### src/rtl/apb_reg_pkg.sv
// rtl/apb_reg_pkg.sv - shared types and constants for the APB register bridge
package apb_reg_pkg;

    typedef enum logic [1:0] {
        IDLE  = 2'd0,
        WAIT  = 2'd1,
        ISSUE = 2'd2,
        DONE  = 2'd3
    } state_t;

    localparam logic [7:0] DATA_REGION = 8'h00;
    localparam logic [5:0] ID_REGION   = 6'h3F;
    localparam int         CNT_W       = 4;

endpackage

### src/rtl/apb_reg_decode.sv
// rtl/apb_reg_decode.sv - combinational mapped/read-only decode of a register byte address
module apb_reg_decode
    import apb_reg_pkg::*;
(
    input  logic [11:0] addr,
    output logic        mapped,
    output logic        read_only
);

    logic in_data;
    logic in_id;

    assign in_data   = (addr[11:4] == DATA_REGION);
    assign in_id     = (addr[11:6] == ID_REGION);
    assign mapped    = in_data | in_id;
    assign read_only = in_id;

endmodule

### src/rtl/apb_reg_bridge.sv
// rtl/apb_reg_bridge.sv - APB3 slave to single-cycle register strobes; APB_REG_BRIDGE_DECERR_EN enables decode errors
module apb_reg_bridge
    import apb_reg_pkg::*;
#(
    parameter int ADDRWIDTH   = 12,
    parameter int WAIT_CYCLES = 0
) (
    input  logic                 pclk,
    input  logic                 preset,
    input  logic                 psel,
    input  logic                 penable,
    input  logic                 pwrite,
    input  logic [ADDRWIDTH-1:0] paddr,
    input  logic [31:0]          pwdata,
    output logic [31:0]          prdata,
    output logic                 pready,
    output logic                 pslverr,
    output logic [ADDRWIDTH-1:0] addr,
    output logic                 read_en,
    output logic                 write_en,
    output logic [31:0]          wdata,
    input  logic [31:0]          rdata
);

    state_t           state, state_nxt;
    logic [CNT_W-1:0] cnt, cnt_nxt;
    logic             dir, dir_nxt;
    logic             err, err_nxt;
    logic             setup;
    logic             unmapped;

    assign setup = psel & ~penable;

`ifdef APB_REG_BRIDGE_DECERR_EN
    logic mapped;
    logic read_only;

    apb_reg_decode u_decode (
        .addr      (paddr[11:0]),
        .mapped    (mapped),
        .read_only (read_only)
    );

    assign unmapped = ~mapped | (read_only & pwrite);
`else
    assign unmapped = 1'b0;
    assign pslverr  = 1'b0;
`endif

    always_comb begin
        state_nxt = state;
        cnt_nxt   = cnt;
        dir_nxt   = dir;
        err_nxt   = err;
        case (state)
            IDLE: begin
                if (setup) begin
                    dir_nxt = pwrite;
                    err_nxt = unmapped;
                    cnt_nxt = CNT_W'(WAIT_CYCLES);
                    if (WAIT_CYCLES > 0)
                        state_nxt = WAIT;
                    else if (unmapped)
                        state_nxt = DONE;
                    else
                        state_nxt = ISSUE;
                end
            end
            WAIT: begin
                // An abandoned transfer has not touched the register block yet.
                if (!psel)
                    state_nxt = IDLE;
                else if (cnt == CNT_W'(1))
                    state_nxt = err ? DONE : ISSUE;
                else
                    cnt_nxt = cnt - CNT_W'(1);
            end
            ISSUE:   state_nxt = DONE;
            DONE:    state_nxt = IDLE;
            default: state_nxt = IDLE;
        endcase
    end

    always_ff @(posedge pclk) begin
        if (preset) begin
            state    <= IDLE;
            cnt      <= '0;
            dir      <= 1'b0;
            err      <= 1'b0;
            addr     <= '0;
            wdata    <= '0;
            prdata   <= '0;
            pready   <= 1'b0;
            read_en  <= 1'b0;
            write_en <= 1'b0;
        end else begin
            state <= state_nxt;
            cnt   <= cnt_nxt;
            dir   <= dir_nxt;
            err   <= err_nxt;
            if (state == IDLE && setup) begin
                addr  <= paddr;
                wdata <= pwdata;
            end
            // Strobes and pready are registered from the next state so they line up with it.
            read_en  <= (state_nxt == ISSUE) & ~dir_nxt;
            write_en <= (state_nxt == ISSUE) & dir_nxt;
            pready   <= (state_nxt == DONE);
            prdata   <= (state == ISSUE && !dir) ? rdata : 32'h0;
        end
    end

`ifdef APB_REG_BRIDGE_DECERR_EN
    always_ff @(posedge pclk) begin
        if (preset)
            pslverr <= 1'b0;
        else
            pslverr <= (state_nxt == DONE) & err_nxt;
    end
`endif

endmodule

### config.mk
export PLATFORM = sky130hd
export DESIGN_NAME = apb_reg_bridge
export DESIGN_NICKNAME = d
export VERILOG_FILES = /design/src/rtl/apb_reg_pkg.sv /design/src/rtl/apb_reg_decode.sv /design/src/rtl/apb_reg_bridge.sv
export SDC_FILE = /design/constraint.sdc
export NUM_CORES = 1
export LEC_CHECK = 0
export ABC_AREA = 1
export CAP_MARGIN = 0
export CORE_MARGIN = 8
export CORE_UTILIZATION = 55
export CTS_BUF_LIST = sky130_fd_sc_hd__clkbuf_8
export DETAILED_ROUTE_END_ITERATION = 10
export DONT_BUFFER_PORTS = 1
export GPL_ROUTABILITY_DRIVEN = 0
export PLACE_DENSITY = 0.75
export SLEW_MARGIN = 20
export SYNTH_ARGS = -nofsm -noshare
export SYNTH_HDL_FRONTEND = slang
export SYNTH_SLANG_ARGS = --single-unit
### constraint.sdc
create_clock -name pclk -period 1.55 [get_ports pclk]
set_input_delay 0.31 -clock pclk [delete_from_list [all_inputs] [get_ports pclk]]
set_output_delay 0.31 -clock pclk [all_outputs]
set_load 0.02 [all_outputs]
# == Word-level counts from Yosys, hierarchy flattened ==
# Cells that the tools add are included.
# word_totals
regBits,86
# op_classes
add_sub_neg,1
n_eq_ne,9
mux,10
bitwise,6
n_reduce_logical,7
# op_table
op,count
two-way mux 4 bit,3
equality test 2 bit (second input constant),4
case mux 2 bit (4 select lines),1
case mux 4 bit (2 select lines),1
two-way mux 2 bit,3
inequality test 2 bit (second input constant),3
equality test 4 x 1 -> 1 bit (second input constant),1
AND reduction 4 bit,1
subtractor 4 x 1 -> 4 bit (second input constant),1
AND 1 bit,3
NOT 1 bit,3
equality test 2 x 1 -> 1 bit (second input constant),1
logical AND 1 bit,2
logical NOT 2 bit,1
two-way mux 1 bit,2
nonzero test 2 bit,1
OR reduction 2 bit,1
logical NOT 1 bit,1

# == Logic depth before layout (Yosys ltp) ==
# Gate-level depths: netlist of the first run.
# logic_depth
ltp_word,6
ltp_mapped,8

# == Worst setup path before layout of the first run ==
# OpenSTA, ideal clock, no wires.
# synth_path
path_kind,register -> register
start,register cnt[1]
end,register cnt[0]
setup_ns,0.113
arrival_time_ns,0.987
setup_slack_ns,0.451
path_stages_with_launch,9
n_path_buf,0
period_less_slack_ns,1.099
cell_sequence,dfxtp_1 inv_1 ha_1 nand2_1 nand3_1 nand2_2 nand2_1 nand2_1 nor2_1
# synth_between
elab_chain_len,3
# synth_lines
item,line_no,rtl
from (decl),apb_reg_bridge.sv:26,"logic [CNT_W-1:0] cnt, cnt_nxt;"
from (signal assigned),apb_reg_bridge.sv:98,cnt <= cnt_nxt;
equality test 4 x 1 -> 1 bit,apb_reg_bridge.sv:73,else if (cnt == CNT_W'(1))
inequality test 2 bit (no line),-,
AND reduction 4 bit (no line),-,
# Every way passes these cells.
# A chain may end at the register's enable or synchronous reset.

# == Worst setup path after layout of the first run ==
# layout_path
start,register state[0]
end,register prdata[28]
# layout_between
elab_chain_len,4
# layout_lines
item,line_no,rtl
from (decl),apb_reg_bridge.sv:25,"state_t state, state_nxt;"
from (signal assigned),apb_reg_bridge.sv:97,state <= state_nxt;
equality test 2 bit,apb_reg_bridge.sv:109,prdata <= (state == ISSUE && !dir) ? rdata : 32'h0;
logical AND 1 bit,apb_reg_bridge.sv:109,
NOT 1 bit (no line),-,
OR reduction 2 bit (no line),-,
to (signal assigned),apb_reg_bridge.sv:109,
to (decl),apb_reg_bridge.sv:15,"output logic [31:0] prdata,"
# Every way passes these cells.

==> results of run 1 <==
[sequential cells by signal, indices dropped and copies added (netlist names)]
signal,count
write_en,1
prdata,32
wdata,32
state,2
pready,1
dir,1
read_en,1
cnt,4
addr,12
[layout make-up]
cell class	instances	area [um2]
inverter	45	171
tap	70	87.6
clock buffer	10	138
timing repair buffer	5	62.6
clock inverter	6	46.3
sequential	86	1720
fill	488	2020
multi-input combinational	213	930
[per-layer routing]
layer	up-vias	wire length, um
met5	-	0
met2	81	3680
met4	0	165
met3	15	720
li1	1089	-
met1	949	2500
[stage by stage]
stage          total power, mW  std cells  hold WS [ns]  setup WS [ns]
5_1_grt                   4.55        435    0.00000269         0.0351
2_1_floorplan             2.90        362         0.379          0.451
4_1_cts                   4.38        435       0.00573          0.214
3_3_place_gp              2.96        419         0.381          0.337
3_5_place_dp              2.97        419         0.383          0.220
6_report                  4.33        435        0.0217          0.232
[logic make-up after synthesis]
family                   after synthesis  share of synthesized area
AND/OR/NAND/NOR                      160                      0.216
flip-flops                            86                      0.580
buffers and inverters                 63                      0.106
XOR/XNOR                               1                    0.00295
adder cells (fa/ha/maj)                2                    0.00843
other                                  1                    0.00126
AO/OA/AOI/OAI                         49                     0.0848
[placed cells by master (no fill, tap or decap), types with 2 or more instances in the layout]
master and count:
buf_12 2, nand2_2 2, o21ai_0 34, clkinvlp_4 2, ha_1 2, nand3_1 6
o21ai_1 9, nand2_1 16, inv_2 2, buf_4 3, inv_1 42, clkbuf_8 10
nor2_1 131, dfxtp_1 86, a21oi_1 4, clkinv_4 2
[power by group through the flow]
stage	sequential [mW]	combinational (mW)	clock [mW]
5_1_grt	2.59	0.401	1.56
3_3_place_gp	2.63	0.330	0
3_5_place_dp	2.63	0.343	0
6_report	2.57	0.341	1.42
4_1_cts	2.58	0.343	1.46
2_1_floorplan	2.59	0.305	0
[critical path, delay by kind of cell, from the launching register on]
kind / cells / cell delay (ns)
buf+inv: 1 / 0.09
flops: 1 / 0.32
simple gates: 4 / 0.82
[worst min path at each step]
stage | start | end | slack (ns)
3_5_place_dp | preset | state[1]$_SDFF_PP0_ | 0.38
5_1_grt | preset | cnt[1]$_SDFFE_PP0P_ | 0.000003
2_1_floorplan | preset | cnt[1]$_SDFFE_PP0P_ | 0.38
4_1_cts | preset | cnt[1]$_SDFFE_PP0P_ | 0.006
3_3_place_gp | preset | cnt[2]$_SDFFE_PP0P_ | 0.38
6_report | preset | cnt[1]$_SDFFE_PP0P_ | 0.02
==> flow_summary.toml, run 1 <==
[run_status]
status = "completed"

[grt]
busiest_layer = "met2"
grt_max_degree = 41
gr-total-overflow = 0
met2_usage = 0.295
use_met1 = 0.170
antenna_found_initial = 0
grt_use_met3 = 0.0662
grt_util_all_layers = 0.170
grt_pass1_vias = 2035
grt_pass1_wl_um = 10200

[yosys]
yosys_warnings = 0
synthFlopType = "dfxtp_1"
netlist_area_um2 = 2970
synth_seq_cells = 86
synth-edff-count = 0
ys_types = 26
syn_avg_cell_area_um2 = 8.20
ys_top_cells_by_area = "dfxtp_1 (58%), nor2_1 (17%), o21ai_0 (5.7%)"
synth_area_leader_cell = "dfxtp_1"
synth_most_common_cell = "nor2_1"
async_flop_share = 0
netlist_instances = 362
synthTopCellsByCount = "nor2_1 (131), dfxtp_1 (86), inv_1 (42)"
yosysSeqAreaShare = 0.580
yosys.area.top_type_share = 0.580
syn_nets = 445

[power]
irDropWorstVdd_mv = 0.769
p_comb_frac = 0.079
leakage_nw = 1.40
netSwitchingFraction = 0.284
clkPwrFrac = 0.327
seq_power_share = 0.594
switchingPower_mw = 1.23
p_per_area_nw_per_um2 = 1370
intPower_mw = 3.10

[sta]
grt_setup_unrepaired = "no"
totalNegativeSetupSlack_ns = 0
hold_violations = 0
setup-violations-final = 0
skew_ns = 0.0103
max_freq_mhz = 759
final-max-slew-violation-count = 0
worstMarginPinSlew_ns = 0.588
period_needed_ns = 1.32
min_period_over_period = 0.850
max-slew-margin-rel = 0.606

[drt]
drt_iter0_drc = 79
dr_total_vias = 2134
dr.pass1.iters = 4
drt_wl_total_um = 7070
ant_nets = 0
drc_errors = 0
vias_per_cell = 4.91
drt-wirelength-per-cell_um = 16.3

[final_layout]
diodes = 0
drive_gt1_frac = 0.0822
area_growth_pct = 6.41
finalInstanceArea_um2 = 3160
nets = 443
final_util = 0.610

[cts]
cts-resized-gates = 0
clockBufferDepth = 2
cts_hold_buf = 0
cts_tree = "built"
clk_pin_slew_ns = 0.09
clkLatencyLatePin_ns = 0.34
post-cts-setup-buffer-count = 0
cts_inserted_buffers = 9
h-tree-depth = 3
cts_num_sinks = 86
cts_root_buffer = "clkbuf_8"

[critical_path]
critical_path_class = "register to register"
r2r_end = "prdata[28]$_SDFF_PP0_"
worst_setup_path_end_kind = "register"
crit_chain = "inv_2 -> nand2_1 -> nor2_1 -> nand2_2 -> nor2_1"
cpMostUsedCell = "nor2_1"
cp_max_fo = 32
start_kind = "register"
critPathCapture = "prdata[28]$_SDFF_PP0_"
crit_start = "state[0]$_SDFF_PP0_"
r2r-start = "state[0]$_SDFF_PP0_"
critPathSlowestCell = "nand2_2"
worstPathRequired_ns = 1.82
ff2ff_setup_slack_ns = 0.23
reg2reg_depth = 5
cp.arrival_ns = 1.58
slowest_delay_ns = 0.36

[min_path]
hp-class = "input port to register"
holdPathStages = 1

[floorplan]
die-area_um2 = 8000
io_pins = 161
die_w_um = 89.4
start_util = 0.574
die_h_um = 89.4
coreArea_um2 = 5170
std_cell_rows = 26

[placed_design]
placed_cell_area_um2 = 2970
dp_hpwl_um = 5470
port_buffers = 0

[flow_run]
drv_cap = 0
Note: power is estimated with default switching activity, not from simulation.
==> run 2, diff against run 1 <==
--- a/config.mk
+++ b/config.mk
@@ -8,12 +8,12 @@
 export ABC_AREA = 1
 export CAP_MARGIN = 0
 export CORE_MARGIN = 8
-export CORE_UTILIZATION = 55
+export CORE_UTILIZATION = 48
 export CTS_BUF_LIST = sky130_fd_sc_hd__clkbuf_8
 export DETAILED_ROUTE_END_ITERATION = 10
 export DONT_BUFFER_PORTS = 1
 export GPL_ROUTABILITY_DRIVEN = 0
-export PLACE_DENSITY = 0.75
+export PLACE_DENSITY = 0.68
 export SLEW_MARGIN = 20
 export SYNTH_ARGS = -nofsm -noshare
 export SYNTH_HDL_FRONTEND = slang
==> flow_summary.toml, run 2 (synthesis results as in run 1) <==
[placed_design]
port_buffers = 0
placedCellCount = 422
placed_cell_area_um2 = 2950
dp_hpwl_um = 5210

[drt]
drt_wl_total_um = 6960
drt_iter0_drc = 113
dr_total_vias = 2117
vias_per_cell = 4.82
ant_nets = 0
drc_errors = 0
drt-wirelength-per-cell_um = 15.9
dr.pass1.iters = 4

[grt]
grt_pass1_wl_um = 10100
grt_util_all_layers = 0.146
antenna_found_initial = 0
grt_max_degree = 48
grt_pass1_vias = 1994
gr-total-overflow = 0

[sta]
grt_setup_unrepaired = "no"
setup-violations-final = 0
max-slew-margin-rel = 0.616
hold_violations = 0
max_freq_mhz = 767
totalNegativeSetupSlack_ns = 0
min_period_over_period = 0.841
skew_ns = 0.00947
final-max-slew-violation-count = 0
worstMarginPinSlew_ns = 0.573
period_needed_ns = 1.30

[final_layout]
drive_gt1_frac = 0.0769
fin_cells = 439
area_growth_pct = 5.90
diodes = 0
finalInstanceArea_um2 = 3140
final_util = 0.528
largestRegisters = "prdata: 32 flops, wdata: 32 flops, addr: 12 flops"
layout_commonest_cell = "nor2_1"
final_cell_mix = "nor2_1 (131), dfxtp_1 (86), inv_1 (42), o21ai_0 (34), nand2_1 (16)"
nets = 442

[min_path]
min_to = "cnt[2]$_SDFFE_PP0P_"
hp-class = "input port to register"
worstHoldStart = "preset"
holdPathStages = 1

[critical_path]
ff2ff_setup_slack_ns = 0.25
cp.arrival_ns = 1.58
reg2reg_depth = 5
r2r_end = "prdata[23]$_SDFF_PP0_"
critical_path_class = "register to register"
start_kind = "register"
worstPathRequired_ns = 1.82
cp_max_fo = 32
worst_setup_path_end_kind = "register"
r2r-start = "state[0]$_SDFF_PP0_"

[power]
irDropWorstVdd_mv = 0.868
leakage_nw = 1.39
p_per_area_nw_per_um2 = 1370

[flow_run]
drv_cap = 0

[run_status]
status = "completed"

[floorplan]
io_pins = 161
coreArea_um2 = 5960
die_h_um = 94.6
die_w_um = 94.6
std_cell_rows = 28
die-area_um2 = 8950
start_util = 0.498

[cts]
clockBufferDepth = 2
cts_num_sinks = 86
cts_root_buffer = "clkbuf_8"
cts_tree = "built"
cts_inserted_buffers = 9
clkLatencyLatePin_ns = 0.34
cts-resized-gates = 0
h-tree-depth = 3
clk_pin_slew_ns = 0.09
## run 2: power by group
group | total (mW) | switching [mW] | internal (mW)
Sequential | 2.57 | 0.230 | 2.34
Combinational | 0.330 | 0.209 | 0.121
Clock | 1.42 | 0.817 | 0.601
## run 2: worst max-delay path, stage by stage (launching register included)
cell and delay, ns:
dfxtp_1 0.33, inv_2 0.10, nand2_1 0.10, nor2_1 0.15, nand2_2 0.35, nor2_1 0.20
## run 2: per-layer routing
metal  global-route usage  vias to the layer above  wire [um]
met1                0.143                      952       2410
met5                    0                        -          0
met4               0.0637                        0        102
met3               0.0690                        7        727
li1                     -                     1085          -
met2                0.259                       73       3720
## run 2: timing repair
item | 4_1_cts | 5_1_grt
hold buffers | 0 | 1
buffers inserted | 0 | 0
endpoints found under the setup margin | 0 | 0
hold endpoints to repair | 0 | 2
## run 2: stage by stage
| stage | hold slack, ns | total power, mW | worst slack (ns) |
|---|---|---|---|
| 4_1_cts | 0.000701 | 4.39 | 0.196 |
| 5_1_grt | 0.00471 | 4.55 | 0.0658 |
| 3_3_place_gp | 0.383 | 2.94 | 0.269 |
| 3_5_place_dp | 0.382 | 2.96 | 0.216 |
| 2_1_floorplan | 0.379 | 2.90 | 0.451 |
| 6_report | 0.0300 | 4.32 | 0.246 |
## run 2: worst max path at each step
stage | start | to | slack [ns] | cells after the start
after global routing | state[0]$_SDFF_PP0_ | prdata[23]$_SDFF_PP0_ | 0.07 | 5
final | state[0]$_SDFF_PP0_ | prdata[23]$_SDFF_PP0_ | 0.25 | 5
after CTS | state[0]$_SDFF_PP0_ | prdata[21]$_SDFF_PP0_ | 0.20 | 5
after detailed placement | state[0]$_SDFF_PP0_ | prdata[10]$_SDFF_PP0_ | 0.22 | 5
after global placement | state[0]$_SDFF_PP0_ | prdata[1]$_SDFF_PP0_ | 0.27 | 5
after floorplan | cnt[1]$_SDFFE_PP0P_ | cnt[0]$_SDFFE_PP0P_ | 0.45 | 8
## run 2: cell type report
cell class,count,area [um2]
fillers,592,2810
multi-input cells,213,930
inverters,45,171
well taps,75,93.8
clock buffers,9,124
repair buffers,4,45.0
clock inverters,7,56.3
flip-flops and latches,86,1720
==> run 3, diff against run 2 <==
==> constraint.sdc (replaced) <==
create_clock -name pclk -period 1.2 [get_ports pclk]
set_input_delay 0.24 -clock pclk [delete_from_list [all_inputs] [get_ports pclk]]
set_output_delay 0.24 -clock pclk [all_outputs]
set_load 0.02 [all_outputs]
==> flow_summary.toml, run 3 (synthesis results as in run 1) <==
[run_status]
status = "completed"

[final_layout]
largestRegisters = "prdata: 32 flops, wdata: 32 flops, addr: 12 flops"
finalInstanceArea_um2 = 3590
diodes = 0
final_util = 0.602
nets = 479
area_growth_pct = 20.9
drive_gt1_frac = 0.0973
final_cell_mix = "nor2_1 (130), dfxtp_1 (84), inv_1 (43), o21ai_0 (34), dlygate4sd3_1 (33)"
layout_commonest_cell = "nor2_1"

[cts]
h-tree-depth = 3
cts_num_sinks = 86
clockBufferDepth = 2
cts_tree = "built"
clkLatencyLatePin_ns = 0.35
cts_inserted_buffers = 9
cts_root_buffer = "clkbuf_8"
clk_pin_slew_ns = 0.08

[power]
irDropWorstVdd_mv = 0.974
clkPwrFrac = 0.340
leakage_nw = 1.58
netSwitchingFraction = 0.270
seq_power_share = 0.564
p_per_area_nw_per_um2 = 1640
switchingPower_mw = 1.59
intPower_mw = 4.29
p_comb_frac = 0.096

[critical_path]
r2r_end = "cnt[1]$_SDFFE_PP0P_"
cp_max_fo = 32
slowest_delay_ns = 0.62
critPathCapture = "prdata[18]$_SDFF_PP0_"
worstPathRequired_ns = 1.48
crit_start = "preset"
reg2reg_depth = 7
worst_setup_path_end_kind = "register"
r2r-start = "cnt[1]$_SDFFE_PP0P_"
ff2ff_setup_slack_ns = 0.06
start_kind = "input port"
cp.arrival_ns = 1.42
critPathSlowestCell = "dlygate4sd3_1"
cpMostUsedCell = "nor2_1"
critical_path_class = "input port to register"
crit_chain = "dlygate4sd3_1 -> nor2_1 -> nand2_2 -> buf_12 -> nor2_1"

[grt]
antenna_found_initial = 0
gr-total-overflow = 0
grt_pass1_vias = 2240
grt_pass1_wl_um = 11300
grt_util_all_layers = 0.165
grt_max_degree = 48

[floorplan]
coreArea_um2 = 5960
io_pins = 161
std_cell_rows = 28
die_h_um = 94.6
start_util = 0.498
die_w_um = 94.6
die-area_um2 = 8950

[sta]
totalNegativeSetupSlack_ns = 0
min_period_over_period = 0.952
grt_setup_unrepaired = "yes"
period_needed_ns = 1.14
hold_ws_ns = 0.0294
final-max-slew-violation-count = 0
hold_violations = 0
setup-violations-final = 0
skew_ns = 0.0158
max_freq_mhz = 875

[drt]
vias_per_cell = 4.76
dr.pass1.iters = 4
drt-wirelength-per-cell_um = 16.0
drt_wl_total_um = 7640
ant_nets = 0
drt_iter0_drc = 73
dr_total_vias = 2266
drc_errors = 0

[placed_design]
dp_hpwl_um = 5230
placed_cell_area_um2 = 3030
port_buffers = 0

[flow_run]
drv_cap = 0

[min_path]
hp-class = "input port to register"
-- run 3: cell types whose count changed in the layout (fill, tap and decap cells not counted), sizes merged --
cell	delta
clkbuf	+1
clkinv	+1
inv	-1
clkinvlp	-2
buf	+5
bufinv	+1
dlygate4sd3	+32
-- run 3: area by class of cell --
type / instances / area [um2]
repair buffers: 41 / 453
fillers: 535 / 2370
clock buffers: 10 / 138
clock inverters: 6 / 60.1
flip-flops and latches: 86 / 1720
multi-input cells: 213 / 946
well taps: 75 / 93.8
inverters: 45 / 171
-- run 3: power by group through the flow --
stage	clock (mW)	combinational [mW]	sequential, mW
floorplan	0	0.394	3.35
global placement	0	0.450	3.39
detailed placement	0	0.466	3.39
CTS	2.07	0.558	3.32
global route	2.20	0.642	3.34
finish	2.00	0.563	3.32
-- run 3: worst min path at each step --
stage,end,startpoint,cells after the start
floorplan,cnt[1]$_SDFFE_PP0P_,preset,1
global placement,cnt[1]$_SDFFE_PP0P_,preset,1
detailed placement,cnt[2]$_SDFFE_PP0P_,preset,1
CTS,wdata[20]$_SDFFE_PP0P_,pwdata[20],2
global route,wdata[20]$_SDFFE_PP0P_,pwdata[20],2
finish,wdata[20]$_SDFFE_PP0P_,pwdata[20],2
-- run 3: what timing repair did --
action | CTS | global route
resized for setup | 2 | 5
pin swaps | 0 | 2
hold buffers | 33 | 0
setup endpoints to repair | 3 | 6
hold endpoints to repair | 37 | 0
buffers inserted | 0 | 1
-- run 3: worst max-delay path, delay by kind of cell --
kind / cells / cell delay [ns]
buffers and inverters: 2 / 0.79
AND/OR/NAND/NOR: 3 / 0.39
-- run 3: metal layers --
metal	vias to the layer above	GRT usage	part of all wire
met2	71	0.306	0.55
met5	-	0	0
met3	13	0.0635	0.10
li1	1159	-	-
met1	1023	0.154	0.33
met4	0	0.0832	0.021
-- run 3: through the flow --
step	setup WS (ns)	total power, mW	cells
floorplan	0.101	3.74	362
global placement	0.0473	3.84	426
detailed placement	-0.0229	3.86	426
CTS	0.0254	5.95	475
global route	-0.0243	6.18	476
finish	0.0577	5.88	476
